<file path="src/rtl/vram_pkg.sv">
// Shared types and defaults for the VRAM arbiter and its priority helper.
// The CLEAR state exists only when VRAM_CLEAR_EN is defined.
package vram_pkg;

  localparam int AW_DEF         = 16;
  localparam int B_DEF          = 8;
  localparam int CLR_WORDS_DEF  = 8192;
  localparam int STARVE_MAX_DEF = 4;

  localparam logic [7:0] LOCKED_RDATA = 8'hFF;

  typedef enum logic [2:0] {
`ifdef VRAM_CLEAR_EN
    ST_CLEAR,
`endif
    ST_IDLE,
    ST_WR,
    ST_RD1,
    ST_RD2,
    ST_ACK
  } vram_state_t;

endpackage

</file>
<file path="src/rtl/vram_arb_if.sv">
// CPU, PPU and VRAM-port signal bundle; slave = arbiter side, master = environment side.
interface vram_arb_if
  import vram_pkg::*;
#(
  parameter int AW = AW_DEF,
  parameter int B  = B_DEF
);

  logic          cpu_req;
  logic          cpu_we;
  logic [AW-1:0] cpu_addr;
  logic [B-1:0]  cpu_wdata;
  logic          cpu_ack;
  logic [B-1:0]  cpu_rdata;

  logic          ppu_req;
  logic [AW-1:0] ppu_addr;
  logic          ppu_ack;
  logic [B-1:0]  ppu_rdata0;
  logic [B-1:0]  ppu_rdata1;

  logic          lock;
  logic          busy;

  logic [AW-1:0] vram_addr;
  logic [B-1:0]  vram_wdata;
  logic          vram_we;
  logic [B-1:0]  vram_rdata0;
  logic [B-1:0]  vram_rdata1;

  modport slave (
    input  cpu_req, cpu_we, cpu_addr, cpu_wdata, ppu_req, ppu_addr, lock,
           vram_rdata0, vram_rdata1,
    output cpu_ack, cpu_rdata, ppu_ack, ppu_rdata0, ppu_rdata1,
           vram_addr, vram_wdata, vram_we, busy
  );

  modport master (
    output cpu_req, cpu_we, cpu_addr, cpu_wdata, ppu_req, ppu_addr, lock,
           vram_rdata0, vram_rdata1,
    input  cpu_ack, cpu_rdata, ppu_ack, ppu_rdata0, ppu_rdata1,
           vram_addr, vram_wdata, vram_we, busy
  );

endinterface

</file>
<file path="src/rtl/vram_arb_prio.sv">
// Fixed PPU-priority grant decision with a CPU anti-starvation counter.
// Shared with the OAM arbiter.
module vram_arb_prio
  import vram_pkg::*;
#(
  parameter int STARVE_MAX = STARVE_MAX_DEF
) (
  input  logic clk,
  input  logic rst_n,
  input  logic grant_en,
  input  logic cpu_req,
  input  logic ppu_req,
  output logic grant_cpu,
  output logic grant_ppu
);

  localparam int SW = $clog2(STARVE_MAX + 1);

  logic [SW-1:0] starve_cnt;
  logic          starved;

  assign starved   = (starve_cnt == SW'(STARVE_MAX));
  assign grant_ppu = grant_en && ppu_req && !(cpu_req && starved);
  assign grant_cpu = grant_en && cpu_req && !grant_ppu;

  // Counts PPU wins against a waiting CPU; a CPU win or an idle CPU resets it.
  always_ff @(posedge clk or negedge rst_n) begin
    if (!rst_n) begin
      starve_cnt <= '0;
    end else if (grant_cpu || !cpu_req) begin
      starve_cnt <= '0;
    end else if (grant_ppu && !starved) begin
      starve_cnt <= starve_cnt + SW'(1);
    end
  end

endmodule

</file>
<file path="src/rtl/vram_arb.sv">
// VRAM port arbiter/sequencer for CPU byte access and PPU paired-byte fetch.
// Optional power-up clear sweep under VRAM_CLEAR_EN.
//
// state | meaning
// CLEAR | zeroing words 0..CLR_WORDS-1, busy=1
// IDLE  | grant decision
// WR    | CPU write strobe on the VRAM port
// RD1   | read address presented, VRAM registering
// RD2   | VRAM read data captured
// ACK   | one-cycle ack to the served requester
module vram_arb
  import vram_pkg::*;
#(
  parameter int AW         = AW_DEF,
  parameter int B          = B_DEF,
  parameter int CLR_WORDS  = CLR_WORDS_DEF,
  parameter int STARVE_MAX = STARVE_MAX_DEF
) (
  input logic       clk,
  input logic       rst_n,
  vram_arb_if.slave bus
);

  vram_state_t   state;
  logic          owner_cpu;
  logic          cpu_ack, ppu_ack;
  logic [B-1:0]  cpu_rdata, ppu_rdata0, ppu_rdata1;
  logic [AW-1:0] vram_addr;
  logic [B-1:0]  vram_wdata;
  logic          vram_we;
  logic          grant_en, grant_cpu, grant_ppu;

  assign grant_en = (state == ST_IDLE);

  vram_arb_prio #(.STARVE_MAX(STARVE_MAX)) u_prio (
    .clk       (clk),
    .rst_n     (rst_n),
    .grant_en  (grant_en),
    .cpu_req   (bus.cpu_req),
    .ppu_req   (bus.ppu_req),
    .grant_cpu (grant_cpu),
    .grant_ppu (grant_ppu)
  );

`ifdef VRAM_CLEAR_EN
  localparam int CW = $clog2(CLR_WORDS + 1);
  logic [CW-1:0] clr_cnt;
  logic          busy_q;
  assign bus.busy = busy_q;
`else
  assign bus.busy = 1'b0;
`endif

  always_ff @(posedge clk or negedge rst_n) begin
    if (!rst_n) begin
`ifdef VRAM_CLEAR_EN
      state   <= ST_CLEAR;
      clr_cnt <= '0;
      busy_q  <= 1'b1;
`else
      state   <= ST_IDLE;
`endif
      owner_cpu  <= 1'b0;
      cpu_ack    <= 1'b0;
      ppu_ack    <= 1'b0;
      cpu_rdata  <= '0;
      ppu_rdata0 <= '0;
      ppu_rdata1 <= '0;
      vram_addr  <= '0;
      vram_wdata <= '0;
      vram_we    <= 1'b0;
    end else begin
      cpu_ack <= 1'b0;
      ppu_ack <= 1'b0;
      case (state)
`ifdef VRAM_CLEAR_EN
        ST_CLEAR: begin
          if (clr_cnt == CW'(CLR_WORDS)) begin
            vram_we <= 1'b0;
            busy_q  <= 1'b0;
            state   <= ST_IDLE;
          end else begin
            vram_addr  <= AW'(clr_cnt);
            vram_wdata <= '0;
            vram_we    <= 1'b1;
            clr_cnt    <= clr_cnt + CW'(1);
          end
        end
`endif
        ST_IDLE: begin
          if (grant_ppu) begin
            owner_cpu <= 1'b0;
            vram_addr <= bus.ppu_addr;
            state     <= ST_RD1;
          end else if (grant_cpu) begin
            owner_cpu <= 1'b1;
            // Locked grants complete without touching the VRAM port.
            if (bus.lock) begin
              if (!bus.cpu_we) cpu_rdata <= B'(LOCKED_RDATA);
              cpu_ack <= 1'b1;
              state   <= ST_ACK;
            end else if (bus.cpu_we) begin
              vram_addr  <= bus.cpu_addr;
              vram_wdata <= bus.cpu_wdata;
              vram_we    <= 1'b1;
              state      <= ST_WR;
            end else begin
              vram_addr <= bus.cpu_addr;
              state     <= ST_RD1;
            end
          end
        end
        ST_WR: begin
          vram_we <= 1'b0;
          cpu_ack <= 1'b1;
          state   <= ST_ACK;
        end
        ST_RD1: state <= ST_RD2;
        ST_RD2: begin
          if (owner_cpu) begin
            cpu_rdata <= bus.vram_rdata0;
            cpu_ack   <= 1'b1;
          end else begin
            ppu_rdata0 <= bus.vram_rdata0;
            ppu_rdata1 <= bus.vram_rdata1;
            ppu_ack    <= 1'b1;
          end
          state <= ST_ACK;
        end
        ST_ACK:  state <= ST_IDLE;
        default: state <= ST_IDLE;
      endcase
    end
  end

  assign bus.cpu_ack    = cpu_ack;
  assign bus.ppu_ack    = ppu_ack;
  assign bus.cpu_rdata  = cpu_rdata;
  assign bus.ppu_rdata0 = ppu_rdata0;
  assign bus.ppu_rdata1 = ppu_rdata1;
  assign bus.vram_addr  = vram_addr;
  assign bus.vram_wdata = vram_wdata;
  assign bus.vram_we    = vram_we;

endmodule
</file>
<file path="src/flat_wrapper.sv">
// flat-port wrapper written by rule: the top's interface ports become plain ports
module vram_arb_flat import vram_pkg::*;
#(
  parameter int AW         = AW_DEF,
  parameter int B          = B_DEF,
  parameter int CLR_WORDS  = CLR_WORDS_DEF,
  parameter int STARVE_MAX = STARVE_MAX_DEF
)
  (clk, rst_n, bus_cpu_req, bus_cpu_we, bus_cpu_addr, bus_cpu_wdata, bus_ppu_req, bus_ppu_addr, bus_lock, bus_vram_rdata0, bus_vram_rdata1, bus_cpu_ack, bus_cpu_rdata, bus_ppu_ack, bus_ppu_rdata0, bus_ppu_rdata1, bus_vram_addr, bus_vram_wdata, bus_vram_we, bus_busy);
  vram_arb_if #(.AW(AW), .B(B)) bus_i ();
  input logic clk;
  input logic rst_n;
  input wire logic [$bits(bus_i.cpu_req)-1:0] bus_cpu_req;
  input wire logic [$bits(bus_i.cpu_we)-1:0] bus_cpu_we;
  input wire logic [$bits(bus_i.cpu_addr)-1:0] bus_cpu_addr;
  input wire logic [$bits(bus_i.cpu_wdata)-1:0] bus_cpu_wdata;
  input wire logic [$bits(bus_i.ppu_req)-1:0] bus_ppu_req;
  input wire logic [$bits(bus_i.ppu_addr)-1:0] bus_ppu_addr;
  input wire logic [$bits(bus_i.lock)-1:0] bus_lock;
  input wire logic [$bits(bus_i.vram_rdata0)-1:0] bus_vram_rdata0;
  input wire logic [$bits(bus_i.vram_rdata1)-1:0] bus_vram_rdata1;
  output wire logic [$bits(bus_i.cpu_ack)-1:0] bus_cpu_ack;
  output wire logic [$bits(bus_i.cpu_rdata)-1:0] bus_cpu_rdata;
  output wire logic [$bits(bus_i.ppu_ack)-1:0] bus_ppu_ack;
  output wire logic [$bits(bus_i.ppu_rdata0)-1:0] bus_ppu_rdata0;
  output wire logic [$bits(bus_i.ppu_rdata1)-1:0] bus_ppu_rdata1;
  output wire logic [$bits(bus_i.vram_addr)-1:0] bus_vram_addr;
  output wire logic [$bits(bus_i.vram_wdata)-1:0] bus_vram_wdata;
  output wire logic [$bits(bus_i.vram_we)-1:0] bus_vram_we;
  output wire logic [$bits(bus_i.busy)-1:0] bus_busy;
  assign bus_i.cpu_req = bus_cpu_req;
  assign bus_i.cpu_we = bus_cpu_we;
  assign bus_i.cpu_addr = bus_cpu_addr;
  assign bus_i.cpu_wdata = bus_cpu_wdata;
  assign bus_i.ppu_req = bus_ppu_req;
  assign bus_i.ppu_addr = bus_ppu_addr;
  assign bus_i.lock = bus_lock;
  assign bus_i.vram_rdata0 = bus_vram_rdata0;
  assign bus_i.vram_rdata1 = bus_vram_rdata1;
  assign bus_cpu_ack = bus_i.cpu_ack;
  assign bus_cpu_rdata = bus_i.cpu_rdata;
  assign bus_ppu_ack = bus_i.ppu_ack;
  assign bus_ppu_rdata0 = bus_i.ppu_rdata0;
  assign bus_ppu_rdata1 = bus_i.ppu_rdata1;
  assign bus_vram_addr = bus_i.vram_addr;
  assign bus_vram_wdata = bus_i.vram_wdata;
  assign bus_vram_we = bus_i.vram_we;
  assign bus_busy = bus_i.busy;
  vram_arb #(.AW(AW), .B(B), .CLR_WORDS(CLR_WORDS), .STARVE_MAX(STARVE_MAX)) u_core (.clk(clk), .rst_n(rst_n), .bus(bus_i));
endmodule
</file>
<file path="config.mk">
export PLATFORM = sky130hd
export DESIGN_NAME = vram_arb_flat
export DESIGN_NICKNAME = d
export VERILOG_FILES = /design/src/rtl/vram_pkg.sv /design/src/rtl/vram_arb_if.sv /design/src/rtl/vram_arb_prio.sv /design/src/rtl/vram_arb.sv /design/src/flat_wrapper.sv
export SDC_FILE = /design/constraint.sdc
export NUM_CORES = 1
export LEC_CHECK = 0
export ABC_AREA = 1
export CAP_MARGIN = 20
export CORE_MARGIN = 5
export CORE_UTILIZATION = 39
export DETAILED_ROUTE_END_ITERATION = 12
export GPL_TIMING_DRIVEN = 0
export PLACE_DENSITY = 0.81
export SKIP_CTS_REPAIR_TIMING = 1
export SLEW_MARGIN = 20
export SYNTH_ARGS = -nofsm -noshare
export SYNTH_HDL_FRONTEND = slang
export SYNTH_SLANG_ARGS = --single-unit
export TNS_END_PERCENT = 1
</file>
<file path="constraint.sdc">
create_clock -name clk -period 1.5 [get_ports clk]
set_clock_uncertainty 0.1 [all_clocks]
set_input_delay 0.15 -clock clk [delete_from_list [all_inputs] [get_ports clk]]
set_output_delay 0.15 -clock clk [all_outputs]
set_load 0.03 [all_outputs]
</file>
# ---- After elaboration in Yosys (flattened, before gate mapping)
# Index checks and enable logic that the tools add are counted.
dict set report totals {
  register_bits 58
  input_bits 62
  output_inout_bits 52
  wordCells 81
}
dict set report op_classes {
  n_addsub 1
  n_eq_ne 13
  muxes 30
  bitwise 3
  reduce_logical 23
}
# operator n
set ops {}
lappend ops {{16-bit 2-to-1 mux} 3}
lappend ops {{8-bit 2-to-1 mux} 5}
lappend ops {{8-bit one-hot mux with 2 select lines} 1}
lappend ops {{3-bit 2-to-1 mux} 5}
lappend ops {{1-bit 2-to-1 mux} 12}
lappend ops {{2-bit != test, second input constant} 5}
lappend ops {{5-bit AND reduction} 2}
lappend ops {{3-bit one-hot mux with 3 select lines} 1}
lappend ops {{2-bit nonzero test} 4}
lappend ops {{3-bit by 2-bit equality test with 1-bit output, second input constant} 2}
lappend ops {{1-bit logical AND} 6}
lappend ops {{2-bit by 1-bit != test with 1-bit output, second input constant} 3}
lappend ops {{6-bit AND reduction} 1}
lappend ops {{1-bit zero test} 4}
lappend ops {{2-bit AND reduction} 2}
lappend ops {{3-bit by 1-bit adder with 3-bit output, second input constant} 1}
lappend ops {{3-bit by 1-bit equality test with 1-bit output, second input constant} 1}
lappend ops {{3-bit equality test, second input constant} 1}
lappend ops {{3-bit zero test} 1}
lappend ops {{3-bit by 1-bit != test with 1-bit output, second input constant} 1}
lappend ops {{1-bit inverter} 3}
lappend ops {{1-bit one-hot mux with 3 select lines} 1}
lappend ops {{3-bit AND reduction} 1}
lappend ops {{2-bit 2-to-1 mux} 1}
lappend ops {{other kinds (3)} 3}

# ---- Longest topological paths before layout
dict set report logic_depth {
  word_depth 9
  depth_mapped 10
  depth_no_buf 9
}

# ---- Hierarchy
# A second synthesis with hierarchy kept.
dict set report unflattened {
  cells_unflattened 298
  hier_area_um2 2783.9
}
# mod n_inst cells_each area_per_inst_um2 seq_area_each_um2
set by_module_without_submodules {}
lappend by_module_without_submodules {vram_arb 1 267 2576.2 1376.3}
lappend by_module_without_submodules {vram_arb_prio 1 31 207.7 75.1}

# ---- Worst setup path after synthesis
# No wires, ideal clock.
dict set report synth_timing {
  path_kind {reg-to-reg}
  start {reg u_core.u_prio.starve_cnt[0]}
  end {reg u_core.vram_addr[10], in the netlist u_core.bus.vram_addr[10]}
  setup_time_ps 117
  t_arrival_ps 1425
  required_time_ps 1283
  setup_slack_ps -142
  path_stages_with_launch 10
  n_path_buf 1
  synth_period_minus_slack_ps 1642
  cell_sequence {dfrtp_1 > inv_1 > ha_1 > nand3_1 > nand2_1 > a21oi_4 > inv_2 > buf_6 > nand2_1 > nand2_1}
}
dict set report synth_between {
  elab_chain_len 8
  elab_cells_between_ends 10
  cone_classes {2 x eq/ne; 1 x mux; 7 x reduce/logical}
}
# element line
set synth_lines {}
lappend synth_lines {{from (decl)} vram_arb_prio.sv:19} ;# logic [SW-1:0] starve_cnt;
lappend synth_lines {{from (signal assigned)} vram_arb_prio.sv:33} ;# starve_cnt <= starve_cnt + SW'(1);
lappend synth_lines {{3-bit equality test *} vram_arb_prio.sv:22} ;# assign starved = (starve_cnt == SW'(STARVE_MAX));
lappend synth_lines {{1-bit logical AND *} vram_arb_prio.sv:23} ;# assign grant_ppu = grant_en && ppu_req && !(cpu_req && starved);
lappend synth_lines {{1-bit zero test *} vram_arb_prio.sv:23}
lappend synth_lines {{1-bit logical AND *} vram_arb_prio.sv:23}
lappend synth_lines {{1-bit zero test} vram_arb_prio.sv:24} ;# assign grant_cpu = grant_en && cpu_req && !grant_ppu;
lappend synth_lines {{1-bit logical AND} vram_arb_prio.sv:24}
lappend synth_lines {{2-bit nonzero test (no source line)} -}
lappend synth_lines {{3-bit AND reduction (no source line)} -}
lappend synth_lines {{to (signal assigned)} vram_arb.sv:93} ;# vram_addr <= bus.ppu_addr;
lappend synth_lines {{to (signal assigned)} vram_arb.sv:103} ;# vram_addr <= bus.cpu_addr;
lappend synth_lines {{to (signal assigned)} vram_arb.sv:108} ;# vram_addr <= bus.cpu_addr;
lappend synth_lines {{to (decl)} vram_arb.sv:28} ;# logic [AW-1:0] vram_addr;
# Every way passes the cells marked *; elsewhere a longest branch is shown, timed or not.
# A chain may end at the register's enable or synchronous reset.

# ---- Worst setup path after layout
dict set report layout_timing {
  start {reg u_core.u_prio.starve_cnt[0]}
  end {reg u_core.vram_wdata[4], in the netlist u_core.bus.vram_wdata[4]}
}
dict set report layout_between {
  elab_chain_len 7
  elab_cells_between_ends 8
  cone_classes {1 x eq/ne; 1 x bitwise; 6 x reduce/logical}
}
# element line
set layout_lines {}
lappend layout_lines {{3-bit equality test *} vram_arb_prio.sv:22}
lappend layout_lines {{1-bit logical AND *} vram_arb_prio.sv:23}
lappend layout_lines {{1-bit zero test *} vram_arb_prio.sv:23}
lappend layout_lines {{1-bit logical AND *} vram_arb_prio.sv:23}
lappend layout_lines {{1-bit zero test} vram_arb_prio.sv:24}
lappend layout_lines {{1-bit logical AND} vram_arb_prio.sv:24}
lappend layout_lines {{5-bit AND reduction (no source line) *} -}
lappend layout_lines {{to (signal assigned)} vram_arb.sv:104} ;# vram_wdata <= bus.cpu_wdata;
lappend layout_lines {{to (decl)} vram_arb.sv:29} ;# logic [B-1:0] vram_wdata;
# Marks and branches as above.

==> reports/summary.txt <==
STA
---------------------------------------------------------------------------------
Final Max Slew Viols                                                            0
Post-route clock period utilization                                          1.08
Relative slew slack                                                         0.517
Slew at the pin with the worst max-slew slack                            0.725 ns
Total setup violations reported at the end of the flow                         34
Crit path setup slack, layout                                           -0.123 ns
Endpoints failing hold                                                          0
Setup repair after global routing missed its margin                           yes
Fin Setup TNS                                                            -1.74 ns
Min cycle time layout                                                     1.62 ns
Maximum frequency from static timing analysis                           0.616 GHz

GLOBAL ROUTE
---------------------------------------------------------------------------------
Met3 capacity usage during global routing                                  0.0531
Antenna violations before repair                                                0
Total global routing track utilization                                      0.166
Maximum number of pins on one net before global-route repair                   59
Grt total ovfl                                                                  0
Met2 usage in global routing                                                0.262
Met1 track demand over resource in global routing                           0.210
Top Usage Layer GRT                                                          met2
Vias in the first global route                                               2483
Wire length of the first global-routing pass                             11600 um

WORST HOLD PATH
---------------------------------------------------------------------------------
Worst min path class                                                 primary input to flip-flop

SETUP PATH
---------------------------------------------------------------------------------
Reg2Reg Setup Slack                                                      -0.12 ns
Last element of the critical path                                    u_core.bus.vram_wdata[4]$_DFFE_PN0P_
Maximum fanout along the worst path                                             7
Startpoint of the worst setup timing path                            u_core.u_prio.starve_cnt[0]$_DFFE_PN0P_
Depth of the worst register-to-register path                                    9
R2r endpoint                                                         u_core.bus.vram_wdata[4]$_DFFE_PN0P_
Endpoint type of the worst setup path                                   flip-flop
Critical-path cell with the highest stage delay                      sky130_fd_sc_hd__dfrtp_1
Crit Path Category                                                   flip-flop to flip-flop
Sequence of cells on the critical path                               inv_2 -> ha_4 -> nand2_2 -> a21oi_2 -> inv_2 -> nor2_4 -> buf_12 -> nand3_1 -> nand2_2
Type of origin of the critical path                                     flip-flop
Arrival time reported for the critical path endpoint                      1.78 ns
CP max stage delay                                                        0.39 ns
Required time reported for the critical path endpoint                     1.66 ns
Crit Reg-Reg Startpoint                                              u_core.u_prio.starve_cnt[0]$_DFFE_PN0P_

SYNTHESIS
---------------------------------------------------------------------------------
Largest cells by area after synthesis                                sky130_fd_sc_hd__dfrtp_1 (54%), sky130_fd_sc_hd__nand2_1 (23%), sky130_fd_sc_hd__nand3_1 (4.4%)
Netlist area before placement                                          2710 sq um
Library cell occupying the most area in the post-synthesis netlist   sky130_fd_sc_hd__dfrtp_1
Number of storage elements in the synthesis netlist                            58
Synth Warn #                                                                    0
Proportion of synthesized chip area in sequential cells                     0.535
Count of mapped cells out of synthesis                                        332
Mean area per synthesized cell                                         8.17 sq um
Distinct cell type count of the synthesized netlist                            27
Post-synth top area share                                                   0.535
Syn_nets                                                                      396

ROUTING
---------------------------------------------------------------------------------
Number of vias after detailed routing                                        2576
Drt drc                                                                         0
Aggregate routed wire length                                              7290 um
Antenna Violating Nets Remaining                                                0
Detailed-router iteration count before antenna repair                           5
Detailed Route Iter0 Violations                                               107
DR vias/cell                                                                 4.54
Wire length per cell after detailed routing                               12.9 um

POWER
---------------------------------------------------------------------------------
Lkg Pwr                                                                   2.68 nW
Peak supply drop                                                         0.919 mV
Power density relative to cell area                                  2060 nW/um^2

OUTCOME
---------------------------------------------------------------------------------
Status                                                               complete, but fails checks
Violations in the final reports                                      negative setup slack

CELLS AND AREA
---------------------------------------------------------------------------------
Commonest non-fill, non-tap cells in the layout                      sky130_fd_sc_hd__nand2_1 (155), sky130_fd_sc_hd__clkdlybuf4s50_1 (60), sky130_fd_sc_hd__dfrtp_1 (57), sky130_fd_sc_hd__dlymetal6s2s_1 (51), sky130_fd_sc_hd__nand3_1 (21)
Net count reported at finish                                                  530
Antenna diode count                                                             0
Ratio of cells with drive above 1 in the final layout                       0.163
Final core utilization                                                      0.667
Most common cell after layout, fill and taps aside                   sky130_fd_sc_hd__nand2_1
Relative area change from synthesis to final layout                         67.0%

CTS
---------------------------------------------------------------------------------
H-tree depth reported by CTS                                                    3
Total CTS buffers                                                               9
Register clock-pin slew on the reported worst setup and hold paths        0.07 ns
CTS Sinks                                                                      58
Worst-skew pair later-pin latency                                         0.32 ns
CTS tree                                                                     done
Maximum clock path buffer count                                                 2
Clock tree root driver cell                                          sky130_fd_sc_hd__clkbuf_8

FLOORPLANNING
---------------------------------------------------------------------------------
Floorplan row count                                                            30
Boundary Pins                                                                 114
Die Footprint                                                          8720 sq um
Effective utilization at floorplan                                          0.399
Die X-Extent                                                              93.4 um
Chip Height                                                               93.4 um
Core region area                                                       6790 sq um

PLACEMENT
---------------------------------------------------------------------------------
Placer Congestion                                                           0.852
Post-detailed-placement half-perimeter wirelength                         5220 um
Port Buf Inserts                                                              112

FLOW RUN
---------------------------------------------------------------------------------
Max-cap violations                                                              0

-- per-stage QoR --
step	setup slack, ns	instance area, sq um	power [mW]	hold slack [ns]	instances
finish	-0.123	4530	9.33	0.256	567
global route	-0.214	4530	10.0	0.259	567
CTS	-0.255	4160	9.07	-0.198	556
detailed placement	-0.384	3970	7.69	0.159	540
global placement	-1.59	3970	7.58	0.355	540
floorplan	-0.0598	2730	5.70	-0.246	332
-- worst max-delay path, delay by kind of cell (launching register included) --
kind	cells	cell delay (ns)
fa+ha+maj	1	0.15
buf+inv	3	0.30
flops	1	0.39
simple gates	4	0.45
compound gates	1	0.15
-- synthesized netlist by cell type --
| library cell | number |
|---|---|
| sky130_fd_sc_hd__nor3_1 | 1 |
| sky130_fd_sc_hd__buf_6 | 2 |
| sky130_fd_sc_hd__a21oi_4 | 1 |
| sky130_fd_sc_hd__nand4_2 | 1 |
| sky130_fd_sc_hd__a21oi_2 | 1 |
| sky130_fd_sc_hd__o22a_1 | 6 |
| sky130_fd_sc_hd__inv_2 | 3 |
| sky130_fd_sc_hd__o22ai_1 | 1 |
| sky130_fd_sc_hd__o21bai_1 | 8 |
| sky130_fd_sc_hd__a21oi_1 | 7 |
| sky130_fd_sc_hd__conb_1 | 1 |
| sky130_fd_sc_hd__buf_2 | 4 |
| sky130_fd_sc_hd__nor2_2 | 2 |
| sky130_fd_sc_hd__nand3_1 | 24 |
| sky130_fd_sc_hd__or2_2 | 8 |
| sky130_fd_sc_hd__nand2_2 | 1 |
| sky130_fd_sc_hd__nor2_1 | 7 |
| sky130_fd_sc_hd__inv_1 | 21 |
| sky130_fd_sc_hd__nand2_4 | 1 |
| sky130_fd_sc_hd__ha_1 | 2 |
| sky130_fd_sc_hd__buf_4 | 1 |
| sky130_fd_sc_hd__nand2_1 | 164 |
| sky130_fd_sc_hd__nor2_4 | 3 |
| sky130_fd_sc_hd__a31oi_1 | 1 |
| sky130_fd_sc_hd__o21ai_0 | 2 |
| sky130_fd_sc_hd__clkbuf_1 | 1 |
| sky130_fd_sc_hd__dfrtp_1 | 58 |
-- cells by family (layout without fill, tap and decap cells) --
family	after synthesis	in the layout	synth area share
AOI/OAI and AO/OA	27	27	0.0720
and+or+nand+nor	212	213	0.329
DFF	58	58	0.535
buffers and inverters	32	170	0.0530
adders and majority gates	2	2	0.00922
other	1	1	0.00138
-- power breakdown --
| part | internal [mW] | switching [mW] | leakage (nW) |
|---|---|---|---|
| Combinational | 2.17 | 3.14 | 1.87 |
| Clock | 0.755 | 0.600 | 0.0958 |
| Sequential | 2.29 | 0.380 | 0.711 |
-- worst min path at each step --
stage	cells past startpoint	slack, ns	endpoint	from
5_1_grt	3	0.26	u_core.bus.ppu_rdata1[7]$_DFFE_PN0P_	bus_vram_rdata1[7]
4_1_cts	1	-0.20	u_core.bus.cpu_rdata[1]$_DFFE_PN0P_	rst_n
2_1_floorplan	0	-0.25	u_core.bus.cpu_ack$_DFF_PN0_	rst_n
3_5_place_dp	1	0.16	u_core.bus.cpu_rdata[1]$_DFFE_PN0P_	rst_n
3_3_place_gp	2	0.35	u_core.bus.vram_wdata[1]$_DFFE_PN0P_	u_core.bus.vram_wdata[1]$_DFFE_PN0P_
6_report	3	0.26	u_core.bus.ppu_rdata1[3]$_DFFE_PN0P_	bus_vram_rdata1[3]
-- sequential cells by signal (all words and copies together) (netlist names) --
register and cells:
u_core.bus.ppu_rdata1 8, u_core.bus.cpu_ack 1, u_core.state 3, u_core.bus.vram_addr 16, u_core.bus.vram_we 1, u_core.bus.ppu_ack 1
u_core.bus.ppu_rdata0 8, u_core.bus.cpu_rdata 8, u_core.owner_cpu 1, u_core.bus.vram_wdata 8, u_core.u_prio.starve_cnt 3
-- layout make-up --
| cell class | count | area (sq um) |
|---|---|---|
| Fill cell | 574 | 2260 |
| Sequential cell | 58 | 1450 |
| Timing Repair Buffer | 122 | 1370 |
| Multi-Input combinational cell | 243 | 1240 |
| Clock buffer | 10 | 128 |
| Tap cell | 96 | 120 |
| Inverter | 24 | 97.6 |
| Buffer | 8 | 66.3 |
| Clock inverter | 6 | 57.6 |
-- metal layers --
layer | up-vias | part of all wire
met5 | - | 0
met4 | 0 | 0.018
met3 | 11 | 0.074
met2 | 80 | 0.50
met1 | 1180 | 0.41
li1 | 1305 | -
Note: power is estimated with default switching activity, not from simulation.
